--- config.mk ---
export PLATFORM = sky130hd
export DESIGN_NAME = wta_event_encoder_flat
export DESIGN_NICKNAME = d
export VERILOG_FILES = /design/src/rtl/wta_event_encoder_if.sv /design/src/rtl/wta_event_encoder.sv /design/src/flat_wrapper.sv
export SDC_FILE = /design/constraint.sdc
export NUM_CORES = 1
export LEC_CHECK = 0
export CORE_MARGIN = 3
export CORE_UTILIZATION = 50
export CTS_CLUSTER_DIAMETER = 200
export DETAILED_ROUTE_END_ITERATION = 16
export GPL_TIMING_DRIVEN = 0
export PLACE_DENSITY = 0.78
export RECOVER_POWER = 25
export SLEW_MARGIN = 30
export SYNTH_ARGS = -nofsm -noshare
export SYNTH_HDL_FRONTEND = slang
export SYNTH_SLANG_ARGS = --single-unit
--- constraint.sdc ---
create_clock -name i_clk -period 11.4 [get_ports i_clk]
set_clock_uncertainty 0.15 [all_clocks]
set_input_delay 1.14 -clock i_clk [delete_from_list [all_inputs] [get_ports i_clk]]
set_output_delay 1.14 -clock i_clk [all_outputs]
set_load 0.02 [all_outputs]
--- src/rtl/wta_event_encoder_if.sv ---
// Port bundle for the winner-take-all event encoder: enable, six neuron
// potentials in, event/spike/winner status out.
interface wta_event_encoder_if #(
    parameter int p_width = 20
);
    logic               i_enable;
    logic [p_width-1:0] i_neuron_out_1;
    logic [p_width-1:0] i_neuron_out_2;
    logic [p_width-1:0] i_neuron_out_3;
    logic [p_width-1:0] i_neuron_out_4;
    logic [p_width-1:0] i_neuron_out_5;
    logic [p_width-1:0] i_neuron_out_6;
    logic [6:1]         o_event;
    logic               o_spike;
    logic [2:0]         o_winner;
    logic [p_width-1:0] o_winner_value;
    logic               o_busy;
    logic [15:0]        o_spike_count;

    modport slave (
        input  i_enable, i_neuron_out_1, i_neuron_out_2, i_neuron_out_3,
               i_neuron_out_4, i_neuron_out_5, i_neuron_out_6,
        output o_event, o_spike, o_winner, o_winner_value, o_busy, o_spike_count
    );

    modport master (
        output i_enable, i_neuron_out_1, i_neuron_out_2, i_neuron_out_3,
               i_neuron_out_4, i_neuron_out_5, i_neuron_out_6,
        input  o_event, o_spike, o_winner, o_winner_value, o_busy, o_spike_count
    );
endinterface

--- src/rtl/wta_event_encoder.sv ---
// Winner-take-all event encoder: samples six neuron potentials, fires a
// one-cycle one-hot event for the strongest, then holds off for a refractory window.
module wta_event_encoder #(
    parameter int p_input_width  = 8,
    parameter int p_weight_width = 8,
    parameter int p_refractory   = 4
) (
    input  logic               i_clk,
    input  logic               i_rst,
    wta_event_encoder_if.slave io_bus
);
    localparam int W  = p_input_width + p_weight_width + 4;
    localparam int CW = (p_refractory > 1) ? $clog2(p_refractory) : 1;
    localparam logic [CW-1:0] CNT_LOAD = (p_refractory > 0) ? CW'(p_refractory - 1) : '0;

    typedef enum logic [1:0] {
        S_IDLE    = 2'd0,
        S_FIRE    = 2'd1,
        S_REFRACT = 2'd2
    } state_t;

    state_t            r_state, w_state_next;
    logic [5:0][W-1:0] w_in;
    logic [5:0][W-1:0] r_sample;
    logic              r_valid;
    logic [CW-1:0]     r_cnt;
    logic              w_any;
    logic [W-1:0]      w_max_val;
    logic [2:0]        w_max_idx;
    logic [6:1]        w_onehot;
    logic              w_capture;
    logic              w_enter_fire;
    logic              w_busy;

    logic [6:1]        r_event;
    logic              r_spike;
    logic [2:0]        r_winner;
    logic [W-1:0]      r_winner_value;
    logic [15:0]       r_spike_count;

    assign w_in = {io_bus.i_neuron_out_6, io_bus.i_neuron_out_5, io_bus.i_neuron_out_4,
                   io_bus.i_neuron_out_3, io_bus.i_neuron_out_2, io_bus.i_neuron_out_1};

    always_ff @(posedge i_clk or posedge i_rst) begin
        if (i_rst) r_state <= S_IDLE;
        else       r_state <= w_state_next;
    end

    always_comb begin
        w_state_next = r_state;
        case (r_state)
            S_IDLE:    if (r_valid) w_state_next = S_FIRE;
            S_FIRE:    w_state_next = (p_refractory > 0) ? S_REFRACT : S_IDLE;
            S_REFRACT: if (r_cnt == '0) w_state_next = S_IDLE;
            default:   w_state_next = S_IDLE;
        endcase
    end

    // Sampling is keyed off the state we are entering, so the edge that ends
    // the refractory window is already a capture edge (spike spacing p+2).
    always_comb begin
        w_enter_fire = (r_state == S_IDLE) && r_valid;
        w_capture    = io_bus.i_enable && (w_state_next == S_IDLE);
        w_busy       = (r_state != S_IDLE);
    end

    always_comb begin
        w_any = 1'b0;
        for (int k = 0; k < 6; k++) w_any = w_any | (w_in[k] != '0);
    end

    always_ff @(posedge i_clk or posedge i_rst) begin
        if (i_rst) begin
            r_sample <= '0;
            r_valid  <= 1'b0;
        end else begin
            r_valid <= 1'b0;
            if (w_capture) begin
                r_sample <= w_in;
                r_valid  <= w_any;
            end
        end
    end

    // Strict greater-than while scanning upward keeps ties on the lowest index.
    always_comb begin
        w_max_val = r_sample[0];
        w_max_idx = 3'd1;
        for (int k = 1; k < 6; k++) begin
            if (r_sample[k] > w_max_val) begin
                w_max_val = r_sample[k];
                w_max_idx = 3'(k + 1);
            end
        end
        w_onehot = '0;
        for (int k = 1; k <= 6; k++) w_onehot[k] = (w_max_idx == 3'(k));
    end

    always_ff @(posedge i_clk or posedge i_rst) begin
        if (i_rst)                                   r_cnt <= '0;
        else if (r_state == S_FIRE)                  r_cnt <= CNT_LOAD;
        else if (r_state == S_REFRACT && r_cnt != '0) r_cnt <= r_cnt - 1'b1;
    end

    always_ff @(posedge i_clk or posedge i_rst) begin
        if (i_rst) begin
            r_event        <= '0;
            r_spike        <= 1'b0;
            r_winner       <= '0;
            r_winner_value <= '0;
            r_spike_count  <= '0;
        end else begin
            r_event <= w_enter_fire ? w_onehot : '0;
            r_spike <= w_enter_fire;
            if (w_enter_fire) begin
                r_winner       <= w_max_idx;
                r_winner_value <= w_max_val;
                if (r_spike_count != 16'hFFFF) r_spike_count <= r_spike_count + 1'b1;
            end
        end
    end

    assign io_bus.o_event        = r_event;
    assign io_bus.o_spike        = r_spike;
    assign io_bus.o_winner       = r_winner;
    assign io_bus.o_winner_value = r_winner_value;
    assign io_bus.o_busy         = w_busy;
    assign io_bus.o_spike_count  = r_spike_count;
endmodule

--- src/flat_wrapper.sv ---
// flat-port wrapper written by rule: the top's interface ports become plain ports
module wta_event_encoder_flat 
#(
    parameter int p_input_width  = 8,
    parameter int p_weight_width = 8,
    parameter int p_refractory   = 4
)
  (i_clk, i_rst, io_bus_i_enable, io_bus_i_neuron_out_1, io_bus_i_neuron_out_2, io_bus_i_neuron_out_3, io_bus_i_neuron_out_4, io_bus_i_neuron_out_5, io_bus_i_neuron_out_6, io_bus_o_event, io_bus_o_spike, io_bus_o_winner, io_bus_o_winner_value, io_bus_o_busy, io_bus_o_spike_count);
  wta_event_encoder_if #(.p_width((20))) io_bus_i ();
  input  logic i_clk;
  input  logic i_rst;
  input wire logic [$bits(io_bus_i.i_enable)-1:0] io_bus_i_enable;
  input wire logic [$bits(io_bus_i.i_neuron_out_1)-1:0] io_bus_i_neuron_out_1;
  input wire logic [$bits(io_bus_i.i_neuron_out_2)-1:0] io_bus_i_neuron_out_2;
  input wire logic [$bits(io_bus_i.i_neuron_out_3)-1:0] io_bus_i_neuron_out_3;
  input wire logic [$bits(io_bus_i.i_neuron_out_4)-1:0] io_bus_i_neuron_out_4;
  input wire logic [$bits(io_bus_i.i_neuron_out_5)-1:0] io_bus_i_neuron_out_5;
  input wire logic [$bits(io_bus_i.i_neuron_out_6)-1:0] io_bus_i_neuron_out_6;
  output wire logic [$bits(io_bus_i.o_event)-1:0] io_bus_o_event;
  output wire logic [$bits(io_bus_i.o_spike)-1:0] io_bus_o_spike;
  output wire logic [$bits(io_bus_i.o_winner)-1:0] io_bus_o_winner;
  output wire logic [$bits(io_bus_i.o_winner_value)-1:0] io_bus_o_winner_value;
  output wire logic [$bits(io_bus_i.o_busy)-1:0] io_bus_o_busy;
  output wire logic [$bits(io_bus_i.o_spike_count)-1:0] io_bus_o_spike_count;
  assign io_bus_i.i_enable = io_bus_i_enable;
  assign io_bus_i.i_neuron_out_1 = io_bus_i_neuron_out_1;
  assign io_bus_i.i_neuron_out_2 = io_bus_i_neuron_out_2;
  assign io_bus_i.i_neuron_out_3 = io_bus_i_neuron_out_3;
  assign io_bus_i.i_neuron_out_4 = io_bus_i_neuron_out_4;
  assign io_bus_i.i_neuron_out_5 = io_bus_i_neuron_out_5;
  assign io_bus_i.i_neuron_out_6 = io_bus_i_neuron_out_6;
  assign io_bus_o_event = io_bus_i.o_event;
  assign io_bus_o_spike = io_bus_i.o_spike;
  assign io_bus_o_winner = io_bus_i.o_winner;
  assign io_bus_o_winner_value = io_bus_i.o_winner_value;
  assign io_bus_o_busy = io_bus_i.o_busy;
  assign io_bus_o_spike_count = io_bus_i.o_spike_count;
  wta_event_encoder #(.p_input_width(p_input_width), .p_weight_width(p_weight_width), .p_refractory(p_refractory)) u_core (.i_clk(i_clk), .i_rst(i_rst), .io_bus(io_bus_i));
endmodule
# Word-level counts from Yosys, hierarchy flattened
# Index checks and enable logic that the tools add are counted.
# classes
add_sub_neg	2
multipliers	0
div	0
n_lt_le_gt_ge	5
eq_ne	9
n_shift	0
muxes	17
bitwise	5
reduce_logical	16
# op_table
op	n
$reduce_bool 20->1	6
$gt 20x20->1	5
$mux 20	5
$add 16x1->16 const B	1
$ne 16x16->1 const B	1
$mux 2	6
$eq 3x3->1 const B	3
$mux 3	3
$eq 3x2->1 const B	2
$logic_not 2->1	3
$mux 6	1
$pmux 2 s3	1
$reduce_bool 2->1	3
$or 1x1->1	5
$eq 3x1->1 const B	1
$logic_and 1x1->1	3
$eq 2x1->1 const B	1
$eq 2x2->1 const B	1
$reduce_and 2->1	1
$sub 2x1->2 const B	1
$mux 1	1
# word_totals
regBits	171
latch_bits	0
ramBits	0
romBits	0
in_bits	123
output_inout_bits	47
elab_cells	68
memories	0

# Depth between registers and ports, before layout
# logic_depth
depth_word	12
ltp_mapped	65
depth_no_buf	57

# Least setup slack after synthesis
# Ideal clock, no wire load.
# synth_timing
path_kind	register to register
from	register u_core.r_sample[15] in the netlist's numbering
to	register u_core.r_winner[2] (netlist: u_core.io_bus.o_winner[2])
setup_ps	119
t_arrival_ps	11130
required_ps	11131
path_slack_ps	1
stages_incl_launch_ff	62
path_buffers	8
period_less_slack_ps	11399
cell_sequence	dfrtp_1 inv_1 ha_1 nand4_1 or4_1 a21oi_2 or2_2 o21ai_1 buf_1 mux2i_1 ha_1 nand4_1 or3_1 nor2_1 nand3_1 or4_1 nand2_1 buf_2 [... 26 more ...] clkbuf_1 nand2_1 and2_1 ha_1 a21o_1 a21oi_1 nor2b_1 o31a_1 o21ai_0 nand2b_1 a21oi_1 nor2_1 o31a_1 clkbuf_1 nor2_1 clkbuf_1 nand3_1 o21a_1
# synth_between
elab_chain_len	10
elab_cells_between_ends	12
cone_classes	order compare: 5; mux: 7
# synth_rtl
element	line_no	source
start, declared	wta_event_encoder.sv:24	logic [5:0][W-1:0] r_sample;
start signal, assigned	wta_event_encoder.sv:79	r_sample <= w_in;
$gt 20x20->1	wta_event_encoder.sv:90	if (r_sample[k] > w_max_val) begin
$mux 20 *	wta_event_encoder.sv:90	
$gt 20x20->1	wta_event_encoder.sv:90	
$mux 20 *	wta_event_encoder.sv:90	
$gt 20x20->1	wta_event_encoder.sv:90	
$mux 20	wta_event_encoder.sv:90	
$gt 20x20->1	wta_event_encoder.sv:90	
$mux 20	wta_event_encoder.sv:90	
$gt 20x20->1	wta_event_encoder.sv:90	
$mux 3 *	wta_event_encoder.sv:90	
end signal, assigned	wta_event_encoder.sv:116	r_winner <= w_max_idx;
end, declared	wta_event_encoder.sv:37	logic [2:0] r_winner;
# Mark *: on every way between the ends. The rest lies on a longest branch, timed or not.
# A chain may end at the register's enable or synchronous reset.

# Worst setup path in the final report
# layout_timing
from	register u_core.r_sample[19] in the netlist's numbering
to	register u_core.r_winner_value[3] (netlist: u_core.io_bus.o_winner_value[3])
# layout_between
elab_chain_len	10
# layout_rtl
element	line_no	source
$gt 20x20->1	wta_event_encoder.sv:90	
$mux 20 *	wta_event_encoder.sv:90	
$gt 20x20->1	wta_event_encoder.sv:90	
$mux 20 *	wta_event_encoder.sv:90	
$gt 20x20->1	wta_event_encoder.sv:90	
$mux 20 *	wta_event_encoder.sv:90	
$gt 20x20->1	wta_event_encoder.sv:90	
$mux 20 *	wta_event_encoder.sv:90	
$gt 20x20->1	wta_event_encoder.sv:90	
$mux 20 *	wta_event_encoder.sv:90	
end signal, assigned	wta_event_encoder.sv:117	r_winner_value <= w_max_val;
end, declared	wta_event_encoder.sv:38	logic [W-1:0] r_winner_value;
# Marks and branches as above.

==> results.txt <==
outcome -> finished, violations left
failing checks -> max-capacitance violations, max-slew violations, negative setup slack
predominant post-synthesis flop cell -> dfrtp_1
Vias/cell -> 6.05
mean post-synth cell area -> 10.3 µm²
die height -> 153 µm
first-pass GRT wire length -> 49.2 mm
max-slew violations -> 174
worst-margin pin slew -> 4880 ps
largest family of logic cells by synthesized area -> multiplexers
GRT Residual Overflow -> 0
CP Capture Type -> flop
Initial Util -> 51.9%
Area Overhead vs Synth -> 39.2%
mux share of post-synthesis cell area -> 19.8%
Post-Synthesis Cells -> 1044
Post-Synth Simple-Gate Area -> 14.2%
hpwl dp -> 24.2 mm
DR DRC count -> 0
number of CTS-inserted buffers -> 17
io pins -> 170
post-synthesis sequential area ratio -> 39.8%
syn_nets -> 1267
final setup vio count -> 19
post-route clock period utilization -> 101%
unique cell type count in the Yosys netlist -> 56
Core Region -> 0.0207 mm²
total number of vias -> 9648
Synth area leader -> dfrtp_1
Die Width -> 153 µm
top cells by area, synth -> dfrtp_1 (40%), mux2_2 (13%), ha_1 (12%)
drt pass-1 iters -> 5
clk slew on worst S/H paths -> 80 ps
register area -> 0.00428 mm²
Hold Path Class -> reg2reg
ys async rst share -> 100%
CTS tree -> built
Top Layer Used -> met4
row cnt -> 52
Post-Route Setup TNS -> -723 ps
fillers -> 1442
Port Buffers -> 169
RePlAce Congestion -> 0.930
hold_ws -> 338 ps
CP Max Fanout -> 8
wire per inst -> 22.1 µm
flops & latches, synth -> 171
number of hold buffers added after cts -> 0
met3 wire length -> 2.69 mm
initial DRC count -> 706
worst-skew pair later-pin latency -> 450 ps
initial antenna violation count -> 0
Synth warnings -> 0
number of global-route vias before repair -> 9070
WP data required -> 11590 ps
largest net degree at the start of global routing -> 94
Max Buffers Root-to-Sink -> 2
Post-layout nets -> 1535
Compound-Gate Fraction of Synth Area -> 8.92%
H-tree lvl count -> 4
area share of the largest cell type after synthesis -> 39.8%
setup ws final -> -72.1 ps
post-synthesis xor/xnor area fraction -> 1.30%
die area -> 0.0233 mm²
Achievable Freq -> 87.2 MHz
Tmin final -> 11470 ps
Detail Route Antenna Nets -> 0
Most common cell on crit path -> nor2_1
nature of the critical path startpoint -> flop
Synth Area in Adders -> 11.7%
number of hold violations in the final report -> 0
Rel. slew slack -> -225%
WS Path Type -> reg2reg
Post-synth EDFFs -> 0
gr usage total -> 26.7%
Routed WL -> 35.2 mm
maxcap violations -> 2
delay of the slowest critical-path stage -> 570 ps
clock sink total -> 171
Multi-input gate area -> 0.00673 mm²
Critical-path top delay cell -> or4_4
Cell Area, Synth -> 0.0107 mm²
diode count -> 0
critical path arrival -> 11660 ps
proportion of layout cells with a drive suffix above 1 -> 28.0%
met1 wire length -> 14.1 mm
routed wl met2 -> 16.7 mm
CTS Root Cell -> clkbuf_16
[area by class of cell]
class | instances | area share, %
multi-input combinational | 761 | 45.0
sequential | 171 | 28.6
timing repair buffer | 251 | 15.9
clock buffer | 17 | 2.85
buffer | 39 | 2.31
tap | 270 | 2.26
inverter | 71 | 1.79
clock inverter | 15 | 1.17
[sequential cells by signal (all words and copies together), names as in the netlist]
| signal | cells |
|---|---|
| u_core.r_sample | 120 |
| u_core.io_bus.o_winner_value | 20 |
| u_core.io_bus.o_spike_count | 16 |
| u_core.io_bus.o_event | 6 |
| u_core.io_bus.o_winner | 3 |
| u_core.r_cnt | 2 |
| u_core.r_state | 2 |
| u_core.io_bus.o_spike | 1 |
| u_core.r_valid | 1 |
[cell families (layout without fill, tap and decap cells)]
group                      Yosys count  in the layout
buffers and inverters              112            393
and+or+nand+nor                    303            303
muxes                              197            197
AOI/OAI and AO/OA                  145            145
adders and majority gates          100            100
DFF                                171            171
xor gates and xnor gates            16             16
[per-stage QoR]
step                instances  utilization (%)  worst slack [ps]  cell area, µm²
floorplan                1044                -              1.15           10700
global placement         1483             61.7             -2670           12800
detailed placement       1484             61.9             -2760           12800
CTS                      1539             67.1              6.41           13900
global route             1595             72.3              -544           15000
finish                   1595             72.3             -72.1           15000
[cell usage in the layout, fill, tap and decap left out, types with 6 or more instances in the layout]
| cell | netlist | final |
|---|---|---|
| nor4_1 | 35 | 34 |
| ha_4 | 0 | 16 |
| buf_6 | 3 | 7 |
| a21o_1 | 15 | 15 |
| o21ai_0 | 23 | 16 |
| a31o_1 | 13 | 13 |
| nor2_1 | 100 | 94 |
| nand4_1 | 28 | 28 |
| ha_1 | 100 | 83 |
| nand3_1 | 12 | 9 |
| a21oi_1 | 51 | 38 |
| clkbuf_1 | 30 | 18 |
| clkbuf_16 | 0 | 20 |
| xnor2_1 | 12 | 12 |
| mux2i_4 | 0 | 14 |
| buf_8 | 1 | 6 |
| nand2_1 | 50 | 49 |
| clkdlybuf4s50_1 | 0 | 168 |
| mux2_2 | 123 | 123 |
| inv_6 | 0 | 7 |
| mux2i_1 | 74 | 39 |
| o21ai_1 | 1 | 6 |
| a21oi_2 | 1 | 13 |
| inv_1 | 71 | 66 |
| and4_1 | 6 | 6 |
| o21a_1 | 7 | 7 |
| buf_4 | 0 | 73 |
| nor3_1 | 8 | 7 |
| mux2i_2 | 0 | 21 |
| dfrtp_1 | 171 | 168 |
| nor2b_1 | 15 | 12 |
| nand2b_1 | 29 | 29 |
[worst paths after layout]
check                                          start                              end  slack, ps  depth (start not counted)
max                              u_core.r_sample[19]  u_core.io_bus.o_winner_value[3]        -70                         58
min                        u_core.io_bus.o_winner[1]        u_core.io_bus.o_winner[1]        340                          2
max reg2reg                      u_core.r_sample[19]  u_core.io_bus.o_winner_value[3]        -70                         58
min reg2reg                u_core.io_bus.o_winner[1]        u_core.io_bus.o_winner[1]        340                          2
max in group asynchronous                      i_rst              u_core.r_sample[33]       3060                          3
min in group asynchronous                      i_rst             u_core.r_sample[114]       1980                          2
[what timing repair did]
item                                    in CTS  in global routing
endpoints found under the setup margin      29                 29
setup buffers                               24                 53
resized for setup                           74                127
pin swaps                                    7                 43
cloned                                       1                  3
[Yosys cell counts (2+ instances only)]
| cell type | number |
|---|---|
| xor2_1 | 4 |
| a31o_2 | 5 |
| a21o_1 | 15 |
| or4_1 | 2 |
| o31ai_1 | 4 |
| a21oi_1 | 51 |
| buf_2 | 2 |
| nand4_1 | 28 |
| buf_1 | 5 |
| a31o_1 | 13 |
| inv_1 | 71 |
| nand3_1 | 12 |
| a22oi_1 | 2 |
| a211oi_1 | 4 |
| nand2_1 | 50 |
| o21ai_0 | 23 |
| dfrtp_1 | 171 |
| and3_1 | 5 |
| nor4_1 | 35 |
| or2_2 | 3 |
| a31oi_1 | 2 |
| o21a_1 | 7 |
| xnor2_1 | 12 |
| nor2_1 | 100 |
| clkbuf_1 | 30 |
| nor2b_1 | 15 |
| nand2b_1 | 29 |
| o211ai_1 | 2 |
| a32oi_1 | 2 |
| and4_1 | 6 |
| buf_6 | 3 |
| mux2_2 | 123 |
| ha_1 | 100 |
| mux2i_1 | 74 |
| o31a_1 | 4 |
| and2_1 | 3 |
| nor3_1 | 8 |
[critical path, delay by kind of cell (launching register included)]
family	cells	cell delay, ps
AND/OR/NAND/NOR	23	3810
AO/OA/AOI/OAI	16	3050
buffers and inverters	10	1500
adder cells (fa/ha/maj)	5	1460
multiplexers	4	930
flip-flops	1	410
[per-layer routing]
| metal | vias to the layer above | GRT usage (%) |
|---|---|---|
| met4 | 0 | 12.1 |
| li1 | 4295 | - |
| met2 | 531 | 42.8 |
| met5 | - | 0 |
| met3 | 130 | 4.26 |
| met1 | 4692 | 35.8 |
Power is not shown: default switching activity piles up to over one toggle a cycle in this logic, so the estimate is an artifact.
